File: src/rtl/branch_redirect_ctrl.sv
// branch_redirect_ctrl
// Sequences the pipeline's response to a branch resolved in EX. Each resolved
// branch is evaluated and compared with the fetch-stage prediction. On a
// mispredict the controller flushes IF/ID, stalls EX and then offers the
// corrected PC to fetch over a valid/ready handshake. It also keeps
// saturating branch and mispredict counters.
//
// Ports
//   clk_i, rst_i          clock, synchronous active-high reset
//   ex_valid_i            EX holds a resolved instruction this cycle
//   ex_branch_cond_i      0 non-branch, 1 taken if alu!=0, 2 taken if alu==0, 3 jump
//   ex_alu_out_i          ALU comparison result
//   ex_target_i           branch/jump target PC
//   ex_fallthrough_i      PC+4 of the EX instruction
//   ex_pred_taken_i       fetch-stage prediction
//   redirect_ready_i      fetch accepts the redirect
//   ex_stall_o            hold EX and upstream
//   flush_if_o/flush_id_o squash IF/ID
//   redirect_valid_o      redirect_pc_o is valid
//   redirect_pc_o         corrected fetch PC
//   branch_count_o        resolved branches/jumps (saturating)
//   mispredict_count_o    mispredicts (saturating)
//
// state    | meaning
// IDLE     | evaluating EX each cycle, no stall
// FLUSH    | squashing IF/ID for FlushCycles cycles, EX stalled
// REDIRECT | offering redirect_pc to fetch, EX stalled until accepted
module branch_redirect_ctrl #(
  parameter int unsigned WordSize    = 32,
  parameter int unsigned FlushCycles = 2,
  parameter int unsigned CntWidth    = 16
) (
  input  logic                clk_i,
  input  logic                rst_i,
  input  logic                ex_valid_i,
  input  logic [1:0]          ex_branch_cond_i,
  input  logic [WordSize-1:0] ex_alu_out_i,
  input  logic [WordSize-1:0] ex_target_i,
  input  logic [WordSize-1:0] ex_fallthrough_i,
  input  logic                ex_pred_taken_i,
  input  logic                redirect_ready_i,
  output logic                ex_stall_o,
  output logic                flush_if_o,
  output logic                flush_id_o,
  output logic                redirect_valid_o,
  output logic [WordSize-1:0] redirect_pc_o,
  output logic [CntWidth-1:0] branch_count_o,
  output logic [CntWidth-1:0] mispredict_count_o
);

  typedef enum logic [1:0] {
    ST_IDLE,
    ST_FLUSH,
    ST_REDIRECT
  } state_e;

  localparam logic [3:0]          FlushLoad = 4'(FlushCycles);
  localparam logic [CntWidth-1:0] CntMax    = '1;

  state_e              state_q, state_d;
  logic [3:0]          flush_cnt_q, flush_cnt_d;
  logic [WordSize-1:0] redirect_pc_q, redirect_pc_d;
  logic [CntWidth-1:0] branch_cnt_q, branch_cnt_d;
  logic [CntWidth-1:0] mispred_cnt_q, mispred_cnt_d;
  logic                taken;
  logic                mispredict;

  always_comb begin
    taken = 1'b0;
    unique case (ex_branch_cond_i)
      2'd0:    taken = 1'b0;
      2'd1:    taken = |ex_alu_out_i;
      2'd2:    taken = ~|ex_alu_out_i;
      default: taken = 1'b1;
    endcase
  end

  // A non-branch predicted taken is also a mispredict: fetch went off-path.
  assign mispredict = ex_valid_i & (taken != ex_pred_taken_i);

  always_comb begin
    state_d       = state_q;
    flush_cnt_d   = flush_cnt_q;
    redirect_pc_d = redirect_pc_q;
    branch_cnt_d  = branch_cnt_q;
    mispred_cnt_d = mispred_cnt_q;
    unique case (state_q)
      ST_IDLE: begin
        // EX inputs are only meaningful here; elsewhere upstream is stalled.
        if (ex_valid_i) begin
          if ((ex_branch_cond_i != 2'd0) && (branch_cnt_q != CntMax)) begin
            branch_cnt_d = branch_cnt_q + CntWidth'(1);
          end
          if (mispredict && (mispred_cnt_q != CntMax)) begin
            mispred_cnt_d = mispred_cnt_q + CntWidth'(1);
          end
        end
        if (mispredict) begin
          redirect_pc_d = taken ? ex_target_i : ex_fallthrough_i;
          flush_cnt_d   = FlushLoad;
          state_d       = ST_FLUSH;
        end
      end
      ST_FLUSH: begin
        // Counter value 1 marks the last flush cycle.
        if (flush_cnt_q == 4'd1) begin
          state_d = ST_REDIRECT;
        end else begin
          flush_cnt_d = flush_cnt_q - 4'd1;
        end
      end
      ST_REDIRECT: begin
        if (redirect_ready_i) begin
          state_d = ST_IDLE;
        end
      end
      default: state_d = ST_IDLE;
    endcase
  end

  always_ff @(posedge clk_i) begin
    if (rst_i) begin
      state_q       <= ST_IDLE;
      flush_cnt_q   <= '0;
      redirect_pc_q <= '0;
      branch_cnt_q  <= '0;
      mispred_cnt_q <= '0;
    end else begin
      state_q       <= state_d;
      flush_cnt_q   <= flush_cnt_d;
      redirect_pc_q <= redirect_pc_d;
      branch_cnt_q  <= branch_cnt_d;
      mispred_cnt_q <= mispred_cnt_d;
    end
  end

  assign ex_stall_o         = (state_q != ST_IDLE);
  assign flush_if_o         = (state_q == ST_FLUSH);
  assign flush_id_o         = (state_q == ST_FLUSH);
  assign redirect_valid_o   = (state_q == ST_REDIRECT);
  assign redirect_pc_o      = redirect_pc_q;
  assign branch_count_o     = branch_cnt_q;
  assign mispredict_count_o = mispred_cnt_q;

endmodule
File: config.mk
export PLATFORM = sky130hd
export DESIGN_NAME = branch_redirect_ctrl
export DESIGN_NICKNAME = d
export VERILOG_FILES = /design/src/rtl/branch_redirect_ctrl.sv
export SDC_FILE = /design/constraint.sdc
export NUM_CORES = 1
export LEC_CHECK = 0
export CAP_MARGIN = 20
export CELL_PAD_IN_SITES_DETAIL_PLACEMENT = 1
export CELL_PAD_IN_SITES_GLOBAL_PLACEMENT = 1
export CORE_ASPECT_RATIO = 1.2
export CORE_MARGIN = 3
export CORE_UTILIZATION = 35
export CTS_CLUSTER_DIAMETER = 40
export DETAILED_ROUTE_END_ITERATION = 16
export DONT_BUFFER_PORTS = 1
export PLACE_DENSITY = 0.71
export SYNTH_ARGS = -nofsm -noshare
export SYNTH_HDL_FRONTEND = slang
export SYNTH_SLANG_ARGS = --single-unit
File: constraint.sdc
create_clock -name clk_i -period 2.8 [get_ports clk_i]
set_input_delay 0.42 -clock clk_i [delete_from_list [all_inputs] [get_ports clk_i]]
set_output_delay 0.42 -clock clk_i [all_outputs]
set_load 0.01 [all_outputs]
==> Word-level counts from Yosys, hierarchy flattened <==
Index checks and enable logic that the tools add are counted.
{ "classes": {"add_sub_neg": 3, "n_mul": 0, "n_div": 0, "n_lt_le_gt_ge": 0, "n_eq_ne": 12, "shifts": 0, "mux": 9, "bitwise": 1, "n_reduce_logical": 14} }
{ "ops": {"columns": ["operator", "count"], "rows": [
  ["$add A16 B1 Y16 const B", 2],
  ["$mux W32", 1],
  ["$ne A16 B16 Y1 const B", 2],
  ["$reduce_or A32 Y1", 1],
  ["$reduce_and A3 Y1", 4],
  ["$mux W4", 2],
  ["$pmux W4 S2", 1],
  ["$mux W2", 3],
  ["$ne A2 B2 Y1 const B", 3],
  ["$pmux W2 S3", 1],
  ["$reduce_bool A2 Y1", 3],
  ["$eq A2 B1 Y1 const B", 2],
  ["$eq A2 B2 Y1 const B", 2],
  ["$eq A4 B1 Y1 const B", 1],
  ["$logic_not A2 Y1", 2],
  ["$sub A4 B1 Y4 const B", 1],
  ["$pmux W1 S3", 1],
  ["$logic_and A1 B1 Y1", 2],
  ["$ne A2 B1 Y1 const B", 1],
  ["$reduce_and A2 Y1", 1],
  ["$and A1 B1 Y1", 1],
  ["$logic_not A1 Y1", 1],
  ["$ne A1 B1 Y1", 1]
]} }
{ "word_totals": {"ff_bits": 70, "latchBits": 0, "ram_bits": 0, "rom_bits": 0, "out_inout_bits": 68, "wordCells": 44, "memories": 0} }

==> Depth between registers and ports, before layout <==
{ "logic_depth": {"ltp_word": 7, "mapped_depth": 9, "depth_no_buf": 8} }

==> Least setup slack after synthesis <==
No wires, ideal clock.
{ "synth_path": {"path_kind": "input port to flip-flop", "start": "in ex_alu_out_i[26]", "end": "reg mispred_cnt_q[15], in the netlist mispredict_count_o[15]", "setup_ns": 0.070, "arrival_ns": 2.166, "path_slack_ns": 0.564, "stages": 6, "n_path_buf": 0, "cell_sequence": "nor4_1 -> nand2_1 -> nor4_4 -> mux2_2 -> or4_1 -> a21oi_1"} }
{ "synth_via": {"elab_chain_cells": 7} }
{ "synth_rtl": {"columns": ["item", "line", "rtl"], "rows": [
  ["start: declaration", "37", "input logic [WordSize-1:0] ex_alu_out_i,"],
  ["$reduce_or A32 Y1 *", "72, 73", null],
  ["$logic_not A1 Y1", "73", "2'd2: taken = ~|ex_alu_out_i;"],
  ["$pmux W1 S3 *", "70", "unique case (ex_branch_cond_i)"],
  ["$ne A1 B1 Y1 *", "79", "assign mispredict = ex_valid_i & (taken != ex_pred_taken_i);"],
  ["$and A1 B1 Y1 *", "79", null],
  ["$logic_and A1 B1 Y1 *", "94", "if (mispredict && (mispred_cnt_q != CntMax)) begin"],
  ["$reduce_and A3 Y1 (no source line) *", null, null],
  ["end signal: assignment", "133", "mispred_cnt_q <= mispred_cnt_d;"],
  ["end: declaration", "64", "logic [CntWidth-1:0] mispred_cnt_q, mispred_cnt_d;"]
]} }
Mark *: on every way between the ends. The rest lies on a longest branch, timed or not.
A chain may end at the register's enable or synchronous reset.

==> Worst setup path in the final report <==
{ "layout_path": {"start": "reg branch_cnt_q[0], in the netlist branch_count_o[0]", "end": "reg branch_cnt_q[12], in the netlist branch_count_o[12]"} }
{ "layout_via": {"elab_chain_cells": 3, "word_cells_on_any_way": 4, "cone_classes": "add/sub: 1; eq/ne: 1; reduce/logical: 2"} }
{ "layout_rtl": {"columns": ["item", "line", "rtl"], "rows": [
  ["start: declaration", "63", "logic [CntWidth-1:0] branch_cnt_q, branch_cnt_d;"],
  ["start signal: assignment", "132", "branch_cnt_q <= branch_cnt_d;"],
  ["branches (longest 3 deep; another with $add A16 B1 Y16)", null, null]
]} }
Parallel ways; which one is timed is not known.

==> flow_summary.rst <==
.. list-table::
   :header-rows: 1

   * - Metric
     - Value
   * - Ranking of synthesized cells by area
     - dfxtp_1 35%, mux2_2 9.6%, nor2_1 9.0%
   * - Fillers
     - 1298
   * - Number of buffer cells added on primary ports
     - 0
   * - Setup violations, final
     - 0
   * - Comb power frac
     - 10.4%
   * - Final clock period utilization by the worst path
     - about four fifths
   * - Site row count
     - between 40 and 50
   * - Fraction of synthesized cell area in xor and xnor cells
     - 3.95%
   * - Vert. Die Dim
     - 123 µm
   * - Crit Path Category
     - reg -> reg
   * - Sw Ratio
     - 24.5%
   * - Final total power
     - approximately 2.7 mW
   * - Global-route wire length before repair
     - 18300 µm
   * - Vias per cell
     - between 5 and 6
   * - Number of sinks driven by the clock tree
     - 70
   * - Detailed-route DRC error count
     - 0
   * - GRT Util Overall
     - 17.6%
   * - Clock-pin slew on the worst setup and hold paths
     - 60 ps
   * - Area share of fa/ha/maj cells after synthesis
     - between 1 and 1.5%
   * - Leakage power
     - 1.61 nW
   * - Gate count after technology mapping
     - 484
   * - Proportion of power drawn by the clock network
     - 48.4%
   * - Core Box Area
     - 11100 µm²
   * - Total congestion overflow after global routing
     - 0
   * - Mux cell area share after synthesis
     - about 18%
   * - Data arrival at the endpoint of the critical path
     - 2450 ps
   * - Number of hold-slack violations in the final timing report
     - 0
   * - Design internal power
     - between 2 and 2.5 mW
   * - Post-CTS setup buffers
     - 0
   * - Drt initial violations
     - 114
   * - Detailed-route via count
     - roughly 3500
   * - Maximum clock insertion buffer count
     - 2
   * - Worst-Margin Slew
     - 831 ps
   * - Switch Pwr
     - just under 0.7 mW
   * - Source-to-sink clock delay at the later pin of the worst-skew pair
     - 340 ps
   * - Post-Synthesis Cell Area
     - 4000 µm²
   * - # diodes
     - 0
   * - WL/cell
     - 17.9 µm
   * - Final cell count without fillers
     - 627
   * - TritonCTS Buffers
     - 9
   * - Number of warning messages in the yosys log
     - 0
   * - Number of nets at the end of the flow
     - 575
   * - Drt total wl
     - 11200 µm
   * - Cell type with the highest aggregate area in the netlist
     - dfxtp_1
   * - Class of the tightest hold or removal check
     - in -> reg
   * - Post-route clock skew
     - 7.66 ps
   * - Antenna violations before repair
     - 0
   * - Distinct cell type count after synthesis
     - 36
   * - Area Growth Syn to Fin
     - 11.6%
   * - Pre-Repair DR Iteration Count
     - 4
   * - DP Cell Count
     - 611
   * - Depth of the CTS H-tree
     - 3
   * - Worst slew margin relative to its limit
     - approximately 44%
   * - GP Congestion
     - 0.736
   * - Dominant combinational cell family by area after synthesis
     - simple AND/OR/NAND/NOR gates
   * - Portion of total power attributed to sequential cells
     - 41.2%
   * - Share of the synthesized area in the top cell type
     - about a third
   * - Crit path capture type
     - flip-flop
   * - Count of final max-slew check failures
     - 0
   * - Highest clock rate
     - 451 MHz
   * - Final antenna-violating net count
     - 0
   * - Max Cap Violations
     - 0
   * - Share of synthesized cell area in and, or, nand and nor gates
     - 25.5%
   * - Die footprint
     - approximately 13000 µm²
   * - Type of element launching the critical path
     - flip-flop
   * - Register area share after synthesis
     - 35.1%
   * - IR Drop Worst-Case VDD
     - 0.234 mV
   * - Areal power density over the cells
     - 614 nW/µm²
   * - Number of cells upsized or downsized after cts
     - 0
   * - Number of synthesized register bits
     - 70
   * - TritonCTS clock tree
     - done
   * - Initial Util
     - 36.0%
   * - Maximum number of pins on one net before global-route repair
     - 73
   * - Ratio of cells with drive above 1 in the final layout
     - 12.7%
   * - Share of the synthesized area in compound gates (AO/OA/AOI/OAI)
     - between 10 and 15%
   * - Status
     - completed
   * - Syn avg cell area
     - 8.25 µm²
   * - Setup TNS
     - 0 ps
   * - Minimum period implied by the final worst setup slack
     - 2220 ps
   * - Cell chosen for the clock root
     - clkbuf_16
   * - CP Data Required Time
     - 3030 ps
   * - Post-Syn Nets
     - 591
   * - Unrepaired setup endpoints after global routing
     - no
   * - Io pins
     - roughly 170
   * - Total of hold buffers inserted after clock tree synthesis
     - 0
   * - Die W
     - just over 100 µm
   * - Maximum fanout along the worst path
     - 5
   * - Number of global-route vias before repair
     - 3778
   * - DP Wirelength
     - 8020 µm
-- cell usage after synthesis --
| library cell | instances |
|---|---|
| o21ai_0 | 10 |
| nand2b_1 | 1 |
| and4_1 | 4 |
| a31oi_1 | 2 |
| inv_1 | 8 |
| buf_1 | 1 |
| mux2i_1 | 35 |
| o2111ai_1 | 1 |
| nand4_1 | 11 |
| mux2_2 | 34 |
| a22o_1 | 1 |
| nor4_4 | 1 |
| or2_2 | 1 |
| nand3_1 | 11 |
| a21oi_1 | 16 |
| ha_1 | 4 |
| buf_4 | 4 |
| and3_1 | 2 |
| clkbuf_1 | 21 |
| nor2_1 | 96 |
| a221oi_1 | 1 |
| a211oi_1 | 32 |
| or3_1 | 9 |
| buf_2 | 8 |
| nor2b_1 | 3 |
| nor3b_1 | 2 |
| xor2_1 | 12 |
| xnor2_1 | 6 |
| a22oi_1 | 1 |
| nor3_1 | 34 |
| dfxtp_1 | 70 |
| or4_1 | 4 |
| o31ai_1 | 4 |
| nand2_1 | 18 |
| nor4_1 | 15 |
| o22ai_1 | 1 |
-- final cells by class --
class	instances	area, µm²	share of cell area (%)
clock buffers	9	225	5.05
multi-input cells	372	2420	54.3
repair buffers	7	65.1	1.46
inverters	8	30.0	0.673
clock inverters	7	121	2.72
well taps	154	193	4.32
flip-flops and latches	70	1400	31.4
-- stage by stage --
stage	utilization, %	setup slack (ps)	hold WS [ps]	instance area, µm²
CTS	40.2	546	135	4460
finish	40.2	583	151	4460
global route	40.2	341	133	4460
floorplan	-	564	470	4000
detailed placement	37.1	252	496	4110
global placement	37.1	265	479	4110
-- logic make-up (layout without fill, tap and decap cells) --
| kind of cell | Yosys count | count (layout) |
|---|---|---|
| simple gates | 212 | 212 |
| fa+ha+maj | 4 | 4 |
| compound gates | 69 | 69 |
| buf+inv | 42 | 31 |
| mux | 69 | 69 |
| flops | 70 | 70 |
| xor+xnor | 18 | 18 |
-- worst max-delay path: stages (launching register included) --
cell and delay (ps):
dfxtp_1 380, ha_1 290, nand3_1 100, nor4_1 50, buf_4 150, nor4_1 690, and4_1 300, xnor2_1 110
nor2_1 50
-- routing by layer --
layer  part of all wire (%)  up-vias  global-route usage, %
met5                      0        -                      0
met4                    1.4        0                   6.15
met3                    7.8       10                   6.42
met2                     52       98                   32.5
met1                     39     1718                   18.7
li1                       -     1716                      -
-- registers in the layout (all words and copies together), names as in the netlist --
register and count:
redirect_pc_o 32, flush_cnt_q 4, branch_count_o 16, mispredict_count_o 16, state_q 2
-- power groups by stage --
stage	Combinational [mW]	Clock [mW]	Sequential, mW
4_1_cts	0.292	1.37	1.13
6_report	0.285	1.33	1.13
5_1_grt	0.329	1.40	1.14
3_5_place_dp	0.290	0	1.15
3_3_place_gp	0.274	0	1.15
2_1_floorplan	0.271	0	1.13
-- final timing paths --
path | startpoint | endpoint | depth (start not counted) | slack (ps)
setup / recovery | branch_count_o[0]$_SDFFE_PP0P_ | branch_count_o[12]$_SDFFE_PP0P_ | 8 | 580
hold / removal | rst_i | mispredict_count_o[3]$_SDFFE_PP0P_ | 1 | 150
setup reg to reg | branch_count_o[0]$_SDFFE_PP0P_ | branch_count_o[12]$_SDFFE_PP0P_ | 8 | 580
hold reg to reg | flush_cnt_q[3]$_SDFFE_PP0P_ | flush_cnt_q[3]$_SDFFE_PP0P_ | 2 | 500
-- layout by cell type (no fill, tap or decap), types with 6 or more instances in the layout --
cell and instances:
a21oi_1 16, mux2i_1 34, nor3_1 34, inv_1 8, dfxtp_1 70, buf_4 6, nand3_1 11, or3_1 9
nand2_1 18, clkbuf_16 9, xor2_1 12, nor2_1 96, nor4_1 15, o21ai_0 10, nand4_1 11, a211oi_1 32
xnor2_1 6, mux2_2 34
Note: power is estimated with default switching activity, not from simulation.
